[src/rtl/riscv_lsu_bridge.sv]
// Load/store bridge from the multicycle RISC-V core data port to a valid/ready bus.
// Optional build macro MISALIGN_SPLIT_EN: word-crossing accesses run as two bus beats.
module riscv_lsu_bridge #(
   parameter int unsigned ADDR_WIDTH = 32,
   parameter int unsigned TIMEOUT    = 255
) (
   input  logic                  clk,
   input  logic                  rst,
   input  logic                  core_req,
   input  logic                  core_we,
   input  logic [ADDR_WIDTH-1:0] core_adr,
   input  logic [31:0]           core_wdata,
   input  logic [2:0]            core_funct3,
   output logic [31:0]           core_rdata,
   output logic                  core_done,
   output logic                  core_busy,
   output logic                  core_fault,
   output logic [1:0]            core_fault_cause,
   output logic                  bus_valid,
   input  logic                  bus_ready,
   output logic                  bus_we,
   output logic [ADDR_WIDTH-1:0] bus_adr,
   output logic [3:0]            bus_be,
   output logic [31:0]           bus_wdata,
   input  logic [31:0]           bus_rdata,
   input  logic                  bus_err
);

   localparam int unsigned CW      = (TIMEOUT < 2) ? 1 : $clog2(TIMEOUT + 1);
   localparam logic [CW-1:0] TO_LAST = CW'((TIMEOUT == 0) ? 0 : TIMEOUT - 1);
   localparam bit          TO_EN   = (TIMEOUT != 0);

   typedef enum logic [1:0] {IDLE, BEAT1, BEAT2, DONE} state_t;
   state_t state, state_d;

   logic [ADDR_WIDTH-1:0] adr_q;
   logic                  we_q;
   logic [31:0]           wdata_q;
   logic [2:0]            f3_q;
   logic [CW-1:0]         cnt;

   logic                  in_illegal, in_misal;
   logic [1:0]            off;
   logic [3:0]            mask;
   logic [ADDR_WIDTH-1:0] base, beat_adr;
   logic [3:0]            beat_be;
   logic [31:0]           beat_wdata, rsel, ext;
   logic                  split, accept, timeout_hit;
   logic                  done_d, fault_d, load_d;
   logic [1:0]            cause_d;

   assign off  = adr_q[1:0];
   assign base = {adr_q[ADDR_WIDTH-1:2], 2'b00};

   always_comb begin
      in_illegal = (core_funct3 == 3'b011) || (core_funct3[2:1] == 2'b11) ||
                   (core_funct3[2] && core_we);
`ifdef MISALIGN_SPLIT_EN
      in_misal = 1'b0;
`else
      in_misal = ((core_funct3[1:0] == 2'b01) && core_adr[0]) ||
                 ((core_funct3[1:0] == 2'b10) && (core_adr[1:0] != 2'b00));
`endif
      case (f3_q[1:0])
         2'b00:   mask = 4'b0001;
         2'b01:   mask = 4'b0011;
         default: mask = 4'b1111;
      endcase
   end

`ifdef MISALIGN_SPLIT_EN
   logic [31:0] rdata1_q;
   logic [7:0]  be8;
   logic [63:0] w64, r64;
   logic        in_b2;

   // Lane mask and data span two words; the upper half belongs to beat 2.
   assign in_b2      = (state == BEAT2);
   assign be8        = {4'b0000, mask} << off;
   assign w64        = {32'h0, wdata_q} << {off, 3'b000};
   assign split      = |be8[7:4];
   assign beat_be    = in_b2 ? be8[7:4] : be8[3:0];
   assign beat_wdata = in_b2 ? w64[63:32] : w64[31:0];
   assign beat_adr   = base + (in_b2 ? ADDR_WIDTH'(4) : '0);
   assign r64        = in_b2 ? {bus_rdata, rdata1_q} : {32'h0, bus_rdata};
   assign rsel       = 32'(r64 >> {off, 3'b000});

   always_ff @(posedge clk or posedge rst) begin
      if (rst)
         rdata1_q <= '0;
      else if (state == BEAT1 && accept)
         rdata1_q <= bus_rdata;
   end
`else
   assign split      = 1'b0;
   assign beat_be    = mask << off;
   assign beat_wdata = wdata_q << {off, 3'b000};
   assign beat_adr   = base;
   assign rsel       = bus_rdata >> {off, 3'b000};
`endif

   always_comb begin
      case (f3_q[1:0])
         2'b00:   ext = {{24{~f3_q[2] & rsel[7]}}, rsel[7:0]};
         2'b01:   ext = {{16{~f3_q[2] & rsel[15]}}, rsel[15:0]};
         default: ext = rsel;
      endcase
   end

   assign bus_valid = (state == BEAT1) || (state == BEAT2);
   assign bus_we    = bus_valid & we_q;
   assign bus_adr   = bus_valid ? beat_adr : '0;
   assign bus_be    = bus_valid ? beat_be : '0;
   assign bus_wdata = bus_valid ? beat_wdata : '0;
   assign core_busy = (state != IDLE);

   assign accept      = bus_valid && bus_ready;
   assign timeout_hit = TO_EN && bus_valid && !bus_ready && (cnt == TO_LAST);

   always_comb begin
      state_d = state;
      fault_d = 1'b0;
      cause_d = 2'b00;
      load_d  = 1'b0;
      case (state)
         IDLE: begin
            if (core_req) begin
               if (in_illegal || in_misal) begin
                  state_d = DONE;
                  fault_d = 1'b1;
                  cause_d = 2'b01;
               end else begin
                  state_d = BEAT1;
               end
            end
         end
         BEAT1, BEAT2: begin
            if (accept) begin
               if (bus_err) begin
                  state_d = DONE;
                  fault_d = 1'b1;
                  cause_d = 2'b11;
               end else if (state == BEAT1 && split) begin
                  state_d = BEAT2;
               end else begin
                  state_d = DONE;
                  load_d  = !we_q;
               end
            end else if (timeout_hit) begin
               state_d = DONE;
               fault_d = 1'b1;
               cause_d = 2'b10;
            end
         end
         DONE:    state_d = IDLE;
         default: state_d = IDLE;
      endcase
      done_d = (state_d == DONE);
   end

   always_ff @(posedge clk or posedge rst) begin
      if (rst) begin
         state            <= IDLE;
         adr_q            <= '0;
         we_q             <= 1'b0;
         wdata_q          <= '0;
         f3_q             <= '0;
         cnt              <= '0;
         core_rdata       <= '0;
         core_done        <= 1'b0;
         core_fault       <= 1'b0;
         core_fault_cause <= 2'b00;
      end else begin
         state            <= state_d;
         core_done        <= done_d;
         core_fault       <= fault_d;
         core_fault_cause <= cause_d;
         if (state == IDLE && core_req) begin
            adr_q   <= core_adr;
            we_q    <= core_we;
            wdata_q <= core_wdata;
            f3_q    <= core_funct3;
         end
         if (load_d)
            core_rdata <= ext;
         // Wait counter restarts whenever the beat changes or completes.
         cnt <= (bus_valid && !bus_ready && state_d == state) ? cnt + CW'(1) : '0;
      end
   end

endmodule

[config.mk]
export PLATFORM = sky130hd
export DESIGN_NAME = riscv_lsu_bridge
export DESIGN_NICKNAME = d
export VERILOG_FILES = /design/src/rtl/riscv_lsu_bridge.sv
export SDC_FILE = /design/constraint.sdc
export NUM_CORES = 1
export LEC_CHECK = 0
export CORE_UTILIZATION = 45
export CTS_CLUSTER_SIZE = 10
export DETAILED_ROUTE_END_ITERATION = 8
export GPL_TIMING_DRIVEN = 0
export MAX_ROUTING_LAYER = met4
export PLACE_DENSITY = 0.87
export RECOVER_POWER = 25
export SYNTH_ARGS = -nofsm -noshare
export SYNTH_HDL_FRONTEND = slang
export SYNTH_SLANG_ARGS = --single-unit
export TNS_END_PERCENT = 100
[constraint.sdc]
create_clock -name clk -period 4.7 [get_ports clk]
set_input_delay 0.705 -clock clk [delete_from_list [all_inputs] [get_ports clk]]
set_output_delay 0.705 -clock clk [all_outputs]
set_load 0.02 [all_outputs]
# Word level (Yosys, flattened, before mapping)
# Cells that the tools add are included.
# op_classes
addsub	1
eq_ne	11
shifts	3
mux	26
bitwise_logic	4
reduce_logical	20
# op_table
operator	count
two-way mux 32 bit	2
case mux 32 bit (2 select lines)	1
<< shifter 32 x 5 -> 32 bit	1
>> shifter 32 x 5 -> 32 bit	1
two-way mux 2 bit	7
== test 2 bit (second input constant)	5
two-way mux 1 bit	10
adder 8 x 1 -> 8 bit (second input constant)	1
== test 8 bit (second input constant)	1
logical AND 1 bit	8
two-way mux 8 bit	1
case mux 4 bit (2 select lines)	1
== test 2 x 1 -> 1 bit (second input constant)	3
case mux 2 bit (3 select lines)	1
logical OR 1 bit	5
zero test 2 bit	2
two-way mux 4 bit	1
case mux 2 bit (2 select lines)	1
nonzero test 2 bit	2
<< shifter 4 x 2 -> 4 bit	1
bitwise AND 1 bit	3
== test 3 x 2 -> 1 bit (second input constant)	1
== test 2 bit	1
zero test 1 bit	2
3 further kinds	3
# word_totals
reg_bits	114
out_inout_bits	107
word_cells	75

# Longest topological paths before layout
# Gate-level depths: netlist (run 1).
# depth
word_depth	10
depth_mapped	8

# Worst setup path after synthesis (run 1)
# Ideal clock, no wire load.
# synth_path
path_kind	reg-to-output
startpoint	register state[1]
endpoint	output port bus_wdata[0]
arrival_time_ns	2.204
t_required_ns	3.995
setup_slack_ns	1.791
stages_incl_launch_ff	8
n_path_buf	2
path_cell_list	dfrtp_1 -> inv_1 -> ha_1 -> clkbuf_1 -> nand2b_1 -> clkbuf_1 -> nor2_1 -> and2_1
# synth_between
elab_chain_cells	3
word_cells_on_any_way	4
cone_classes	eq/ne (2); mux (1); reduce/logical (1)
# synth_lines
item	line_no	text
start: declaration	34	state_t state, state_d;
start signal: assignment	174	state <= state_d;
== test 2 x 1 -> 1 bit or == test 2 bit (tied branches)	110	assign bus_valid = (state == BEAT1) || (state == BEAT2);
logical OR 1 bit *	110	
net bus_valid	19	output logic bus_valid,
two-way mux 32 bit *	114	assign bus_wdata = bus_valid ? beat_wdata : '0;
end: declaration	24	output logic [31:0] bus_wdata,
# Mark *: on every way through the listed nets, which the timed path passes. The rest lies on a longest branch.

# Worst setup path after layout (run 1)
# layout_path
startpoint	register state[0]
endpoint	output port bus_wdata[4]
# layout_between
elab_chain_cells	3
word_cells_on_any_way	4
cone_classes	eq/ne (2); mux (1); reduce/logical (1)
# layout_lines
item	line_no
== test 2 x 1 -> 1 bit or == test 2 bit (tied branches)	110
logical OR 1 bit *	110
two-way mux 32 bit *	114
# Every way passes the cells marked *; elsewhere a longest branch is shown, timed or not.

==> summary.txt, run 1 <==
Clock network
  • CTS root buf: clkbuf_16
  • H-tree Lvls: 4
  • Setup bufs post-CTS: 0
  • CTS max path bufs: 2
  • Clock sink total: between 100 and 150
  • Post-cts gate resize count: 0
  • CTS tree: done
  • CTS Hold Buffers Added: 0
  • CTS Buf Count: 17
  • Reg clk slew, reported paths: about 0.06 ns
  • Clk Latency, worst-skew pair: ~0.42 ns

Worst hold path
  • Worst hold path type: reg2reg

Routing
  • Vias: 5311
  • DRT Pass-1 Iters: 7
  • DRC: 0
  • Via/cell ratio: approximately 5.5
  • Wirelength per Cell: 19.4 um
  • DRT Wirelength: 18.7 mm
  • Post-DRT Antenna Nets: 0
  • 1st-iter DRT viols: approximately 500

Layout
  • Register area: approximately 0.0029 sq mm
  • Multi-input gate area: 0.00284 sq mm
  • Most common cell after layout, fill and taps aside: clkdlybuf4s50_1
  • FILL cells: about 940
  • Final non-filler cell total: just under 1000
  • Layout area overhead: 50.2%
  • Post-route cell area: between 0.008 and 0.009 sq mm
  • Commonest cells after routing, fill and taps aside: clkdlybuf4s50_1, dfrtp_1, mux2_2, and2_1
  • Nets@finish: around 890
  • Antenna cells: 0
  • Share of cells above drive strength 1: roughly 17%

Yosys
  • Synth area leaders: dfrtp_1, mux2_2, mux2i_1
  • Synth Cell Area: between 0.005 and 0.006 sq mm
  • Register area share after synthesis: 48.3%
  • Ys Warns: 0
  • Synth top area share: just under 50%
  • Post-synth EDFFs: 0
  • Biggest area consumer among synthesized cells: dfrtp_1
  • Mapped Cells: approximately 550
  • Synth cell types: 45
  • Asr flop ratio synth: 100%
  • FF+latch count, synth: 114
  • Top_reg_cell synth: dfrtp_1
  • Synthesized area per cell: between 10 and 15 sq um

STA
  • Fin crit period: 4.30 ns
  • RSZ-0062 raised after global routing: false
  • Slew @ Worst Pin: between 2 and 2.5 ns
  • Relative slew slack: -34.2%
  • Setup TNS: 0 ns
  • Setup Viol. Count Final: 0
  • Fin crit share: 91.4%
  • Hold Slack: between 0.4 and 0.5 ns
  • Fmax achieved: ~230 MHz
  • Clk_skew: just over 0.009 ns
  • Hold Fails Final Rpt: 0
  • Max-slew violations: between 100 and 150

Power
  • Switch share: between 40% and 50%
  • Clock power frac: between 10% and 20%
  • Internal power: 4.36 mW
  • Switch Pwr: 2.97 mW
  • Comb pwr share: between 50% and 60%
  • Power density cells: just over 800 mW/mm^2
  • Worst VDD drop: 0.000528 V
  • Lkg Pwr: about 3.9 nW
  • Seq pwr share: 23.9%

Global route
  • First-pass GRT wire length: approximately 29 mm
  • Initial antenna violation count: 0
  • Global Route Usage Sum: roughly 30%
  • Vias in the first global route: around 5600
  • Largest net degree at the start of global routing: 70
  • Grt ovf: 0

Floorplanning
  • IO Count: between 200 and 250
  • Core area: approximately 0.013 sq mm
  • Die height: 117 um
  • FP Rows: 41
  • Die area: ~0.014 sq mm
  • Die W: between 100 and 150 um
  • Starting Density: between 40% and 50%

Status
  • Status: complete, but fails checks
  • Failing checks: max-capacitance violations, max-slew violations

Critical path
  • Max FO, Critical Path: 10
  • CP endpoint kind: output port
  • Startpoint types: flop
  • Req. time, crit path: around 4.0 ns
  • Kind of critical path: reg2out
  • Arrival time of the worst setup path: ~3.6 ns

Flow run
  • Max-Cap Viols: 2

Placement
  • DP HPWL: approximately 14 mm
  • Port Buffers: roughly 210
  • Cell total after placement: 930
  • Dpl cell area: 0.00824 sq mm
  • Gpl congestion: 0.889
## power groups by stage
stage | clock network, mW | logic, mW | registers (mW)
after floorplan | 0 | 2.23 | 1.81
after global placement | 0 | 4.01 | 1.71
after detailed placement | 0 | 4.09 | 1.75
after CTS | 1.46 | 4.14 | 1.74
after global routing | 1.50 | 4.41 | 1.79
final | 1.45 | 4.13 | 1.75
## critical path: stages (launching register included)
cell and delay (ns):
dfrtp_1 0.40, inv_1 0.12, ha_1 0.36, clkbuf_1 0.47
nand2b_1 0.10, clkbuf_1 0.29, nor2_1 0.56, and2_1 0.25
clkdlybuf4s50_1 0.62
## flip-flops by register name, indices dropped and copies added, names as in the netlist
register and flops:
core_fault 1, state 2, core_fault_cause 2, core_rdata 32, core_done 1, we_q 1
f3_q 3, wdata_q 32, cnt 8, adr_q 32
## metrics by stage
step	setup WS (ns)	utilization [%]	total power, mW
final	0.402	69.8	7.33
after global routing	0.210	69.8	7.71
after CTS	0.441	70.0	7.35
after detailed placement	0.895	64.8	5.84
after global placement	-0.536	64.5	5.72
after floorplan	0.979	-	4.04
## synth_stat cells, types with 7 or more instances
library cell and n:
dfrtp_1 114, mux2_2 77, and2_1 54, mux2i_1 41
nor2_1 41, nand2_1 40, o21ai_0 25, a21oi_1 19
and3_1 17, clkbuf_1 17, buf_2 11, nor3_1 10
a211o_2 7, buf_1 7, inv_1 7
## path summary, 6_finish.rpt
kind                                startpoint             end  slack (ns)  cells past startpoint
max in group asynchronous                  rst      wdata_q[1]        1.01                      3
worst min register to register  core_rdata[18]  core_rdata[18]        0.49                      1
worst max register to register        state[0]  core_rdata[13]        1.89                      7
worst max-delay path                  state[0]    bus_wdata[4]        0.40                      8
min in group asynchronous                  rst       adr_q[10]        1.27                      2
worst min-delay path            core_rdata[18]  core_rdata[18]        0.49                      1
## per-layer routing
layer	up-vias	wire length, um	track usage (%)
met2	248	9600	49.7
li1	2372	-	-
met3	48	1360	8.61
met5	-	0	-
met4	0	455	12.7
met1	2643	7250	32.5
## layout make-up
class	count	share of cell area (%)
timing repair buffer	209	23.5
tap	172	2.42
clock inverter	12	2.28
sequential	114	32.1
inverter	7	0.310
multi-input combinational	388	32.0
buffer	40	2.14
clock buffer	20	5.15
## logic make-up after synthesis
logic type | after synthesis | share of synthesized area (%)
AO/OA/AOI/OAI | 73 | 8.55
multiplexers | 118 | 21.6
other | 1 | 0.0635
buffers and inverters | 47 | 3.66
flip-flops | 114 | 48.3
adder cells (fa/ha/maj) | 5 | 1.06
XOR/XNOR | 7 | 1.04
AND/OR/NAND/NOR | 183 | 15.7
Note: power is estimated with default switching activity, not from simulation.
==> run 2: changes to the inputs <==
- CAP_MARGIN: default -> 20
- SLEW_MARGIN: default -> 5
- clock period: 4.7 -> 4 ns (I/O delays scaled with it)
==> run 2 against run 1 <==
The flow still finishes with violations (max-capacitance violations, max-slew violations). Final cell count decreased by 0.10%. Clock skew about the same. Cell area about the same. First-iteration DRC count decreased by 23%. Sequential cell count unchanged. Largest power group unchanged.
==> summary.txt, run 2 (same netlist as run 1, synthesis figures left out) <==
Floorplanning
  • Core area: ~0.013 sq mm
  • Die W: about 120 um
  • Starting Density: 46.4%
  • Die height: around 120 um
  • Die area: roughly 0.014 sq mm
  • IO Count: approximately 210
  • FP Rows: between 40 and 50

Placement
  • DP HPWL: between 10 and 15 mm
  • Cell total after placement: 930
  • Gpl congestion: around 0.9
  • Port Buffers: around 210

Layout
  • Top Registers: adr_q x32, core_rdata x32, wdata_q x32
  • Most common cell after layout, fill and taps aside: clkdlybuf4s50_1
  • Nets@finish: between 800 and 900
  • Utilization after layout: around 70%
  • Antenna cells: 0
  • Commonest cells after routing, fill and taps aside: clkdlybuf4s50_1, dfrtp_1, mux2_2, and2_1, mux2i_1
  • Layout area overhead: 50.2%
  • Final non-filler cell total: between 900 and 1000
  • Share of cells above drive strength 1: approximately 18%

Global route
  • M2 GR Usage: approximately half
  • First-pass GRT wire length: 28.7 mm
  • Global Route Usage Sum: about 29%
  • Grt ovf: 0
  • Largest net degree at the start of global routing: 70
  • Vias in the first global route: 5633
  • Met1 usage: roughly a third
  • GRT Max-Usage Layer: met2
  • Initial antenna violation count: 0
  • Met3 GRT Util: roughly 8.5%

STA
  • Clk_skew: between 0.008 and 0.009 ns
  • Max-slew violations: 46
  • Fmax achieved: ~270 MHz
  • Relative slew slack: -42.3%
  • Hold Fails Final Rpt: 0
  • Setup Viol. Count Final: 0
  • Fin crit period: between 3 and 4 ns
  • Fin crit share: around 93%
  • RSZ-0062 raised after global routing: false
  • Slew @ Worst Pin: 2.12 ns
  • Setup TNS: 0 ns

Critical path
  • Internal reg-to-reg setup slack: ~0.9 ns
  • CP max stage cell: clkdlybuf4s50_1
  • Startpoint types: flop
  • Kind of critical path: reg2out
  • Max FO, Critical Path: 13
  • CP max stage delay: slightly above 0.6 ns
  • Req. time, crit path: about 3.4 ns
  • CP endpoint kind: output port
  • Arrival time of the worst setup path: 3.12 ns
  • CP top delay family: buffers and inverters
  • Cell breakdown of the critical path: inv_1 > ha_1 > nand2b_1 > clkbuf_1 > nor2_2 > and2_1 > clkdlybuf4s50_1
  • CP Buf/Inv Count: 3

Status
  • Status: complete, but fails checks
  • Failing checks: max-capacitance violations, max-slew violations

Clock network
  • Clk Latency, worst-skew pair: about 0.43 ns
  • CTS max path bufs: 2
  • CTS Buf Count: 17
  • Clock sink total: 114
  • CTS tree: done
  • H-tree Lvls: 4
  • Reg clk slew, reported paths: roughly 0.050 ns
  • CTS root buf: clkbuf_16

Routing
  • Via/cell ratio: 5.39
  • Wirelength per Cell: 19.0 um
  • Vias: 5178
  • Post-DRT Antenna Nets: 0
  • DRT Pass-1 Iters: 5
  • DRC: 0
  • 1st-iter DRT viols: 383
  • DRT Wirelength: around 18 mm

Power
  • Total power: ~8.5 mW
  • Switch share: roughly two fifths
  • Internal power: between 5 and 6 mW
  • Switch Pwr: roughly 3.5 mW
  • Seq pwr share: roughly a quarter
  • Power density cells: 960 mW/mm^2
  • Comb pwr share: a little under three fifths
  • Worst VDD drop: ~0.00064 V
  • Lkg Pwr: approximately 3.9 nW
  • Clock power frac: 19.1%

Flow run
  • Max-Cap Viols: 1

Worst hold path
  • Worst hold path type: reg2reg
[run 2: path summary, 6_finish.rpt]
path / to / start / cells after the start
setup / recovery: bus_wdata[4] / state[0] / 7
hold / removal: adr_q[11] / adr_q[11] / 1
setup reg to reg: core_rdata[12] / state[0] / 7
hold reg to reg: adr_q[11] / adr_q[11] / 1
max in group asynchronous: wdata_q[8] / rst / 3
min in group asynchronous: adr_q[9] / rst / 2
[run 2: area by class of cell]
| cell class | count | area, sq um |
|---|---|---|
| fill | 940 | 3850 |
| sequential | 114 | 2850 |
| multi-input combinational | 388 | 2850 |
| timing repair buffer | 209 | 2110 |
| clock buffer | 20 | 457 |
| tap | 172 | 215 |
| buffer | 39 | 186 |
| clock inverter | 12 | 179 |
| inverter | 7 | 27.5 |
[run 2: power by group through the flow]
| stage | combinational (mW) | clock [mW] | sequential, mW |
|---|---|---|---|
| after detailed placement | 4.81 | 0 | 2.06 |
| after floorplan | 2.63 | 0 | 2.12 |
| after global placement | 4.71 | 0 | 2.01 |
| final | 4.84 | 1.63 | 2.05 |
| after global routing | 5.19 | 1.70 | 2.11 |
| after CTS | 4.87 | 1.64 | 2.05 |
[run 2: repair_timing]
action	4_1_cts	5_1_grt
hold buffers	0	0
gates resized for setup	1	0
pin swaps	0	0
endpoints found under the setup margin	8	9
hold endpoints to repair	0	0
buffers inserted	0	0
[run 2: routing by layer]
layer | up-vias | wire (um) | part of all wire, %
li1 | 2367 | - | -
met1 | 2535 | 7080 | 39
met2 | 234 | 9360 | 51
met3 | 42 | 1400 | 7.6
met4 | 0 | 452 | 2.5
met5 | - | 0 | 0
[run 2: worst register-to-register path: cells and delay by family, from the launching register on]
kind	cells	cell delay, ns
AO/OA/AOI/OAI	2	0.61
flip-flops	1	0.41
buffers and inverters	2	0.59
adder cells (fa/ha/maj)	1	0.59
AND/OR/NAND/NOR	2	0.75
[run 2: per-stage QoR]
stage               area, sq um  hold slack (ns)  setup WS (ns)
floorplan                  5910            0.471          0.384
global placement           8210            0.471          -1.13
detailed placement         8240            0.484          0.348
CTS                        8880            0.497         0.0576
global route               8870            0.509         0.0210
finish                     8870            0.496          0.278
==> run 3: changes to the inputs <==
- SKIP_LAST_GASP: default -> 1
==> results of run 3 <==
No change in the layout: final DEF, timing and power equal those of run 2.
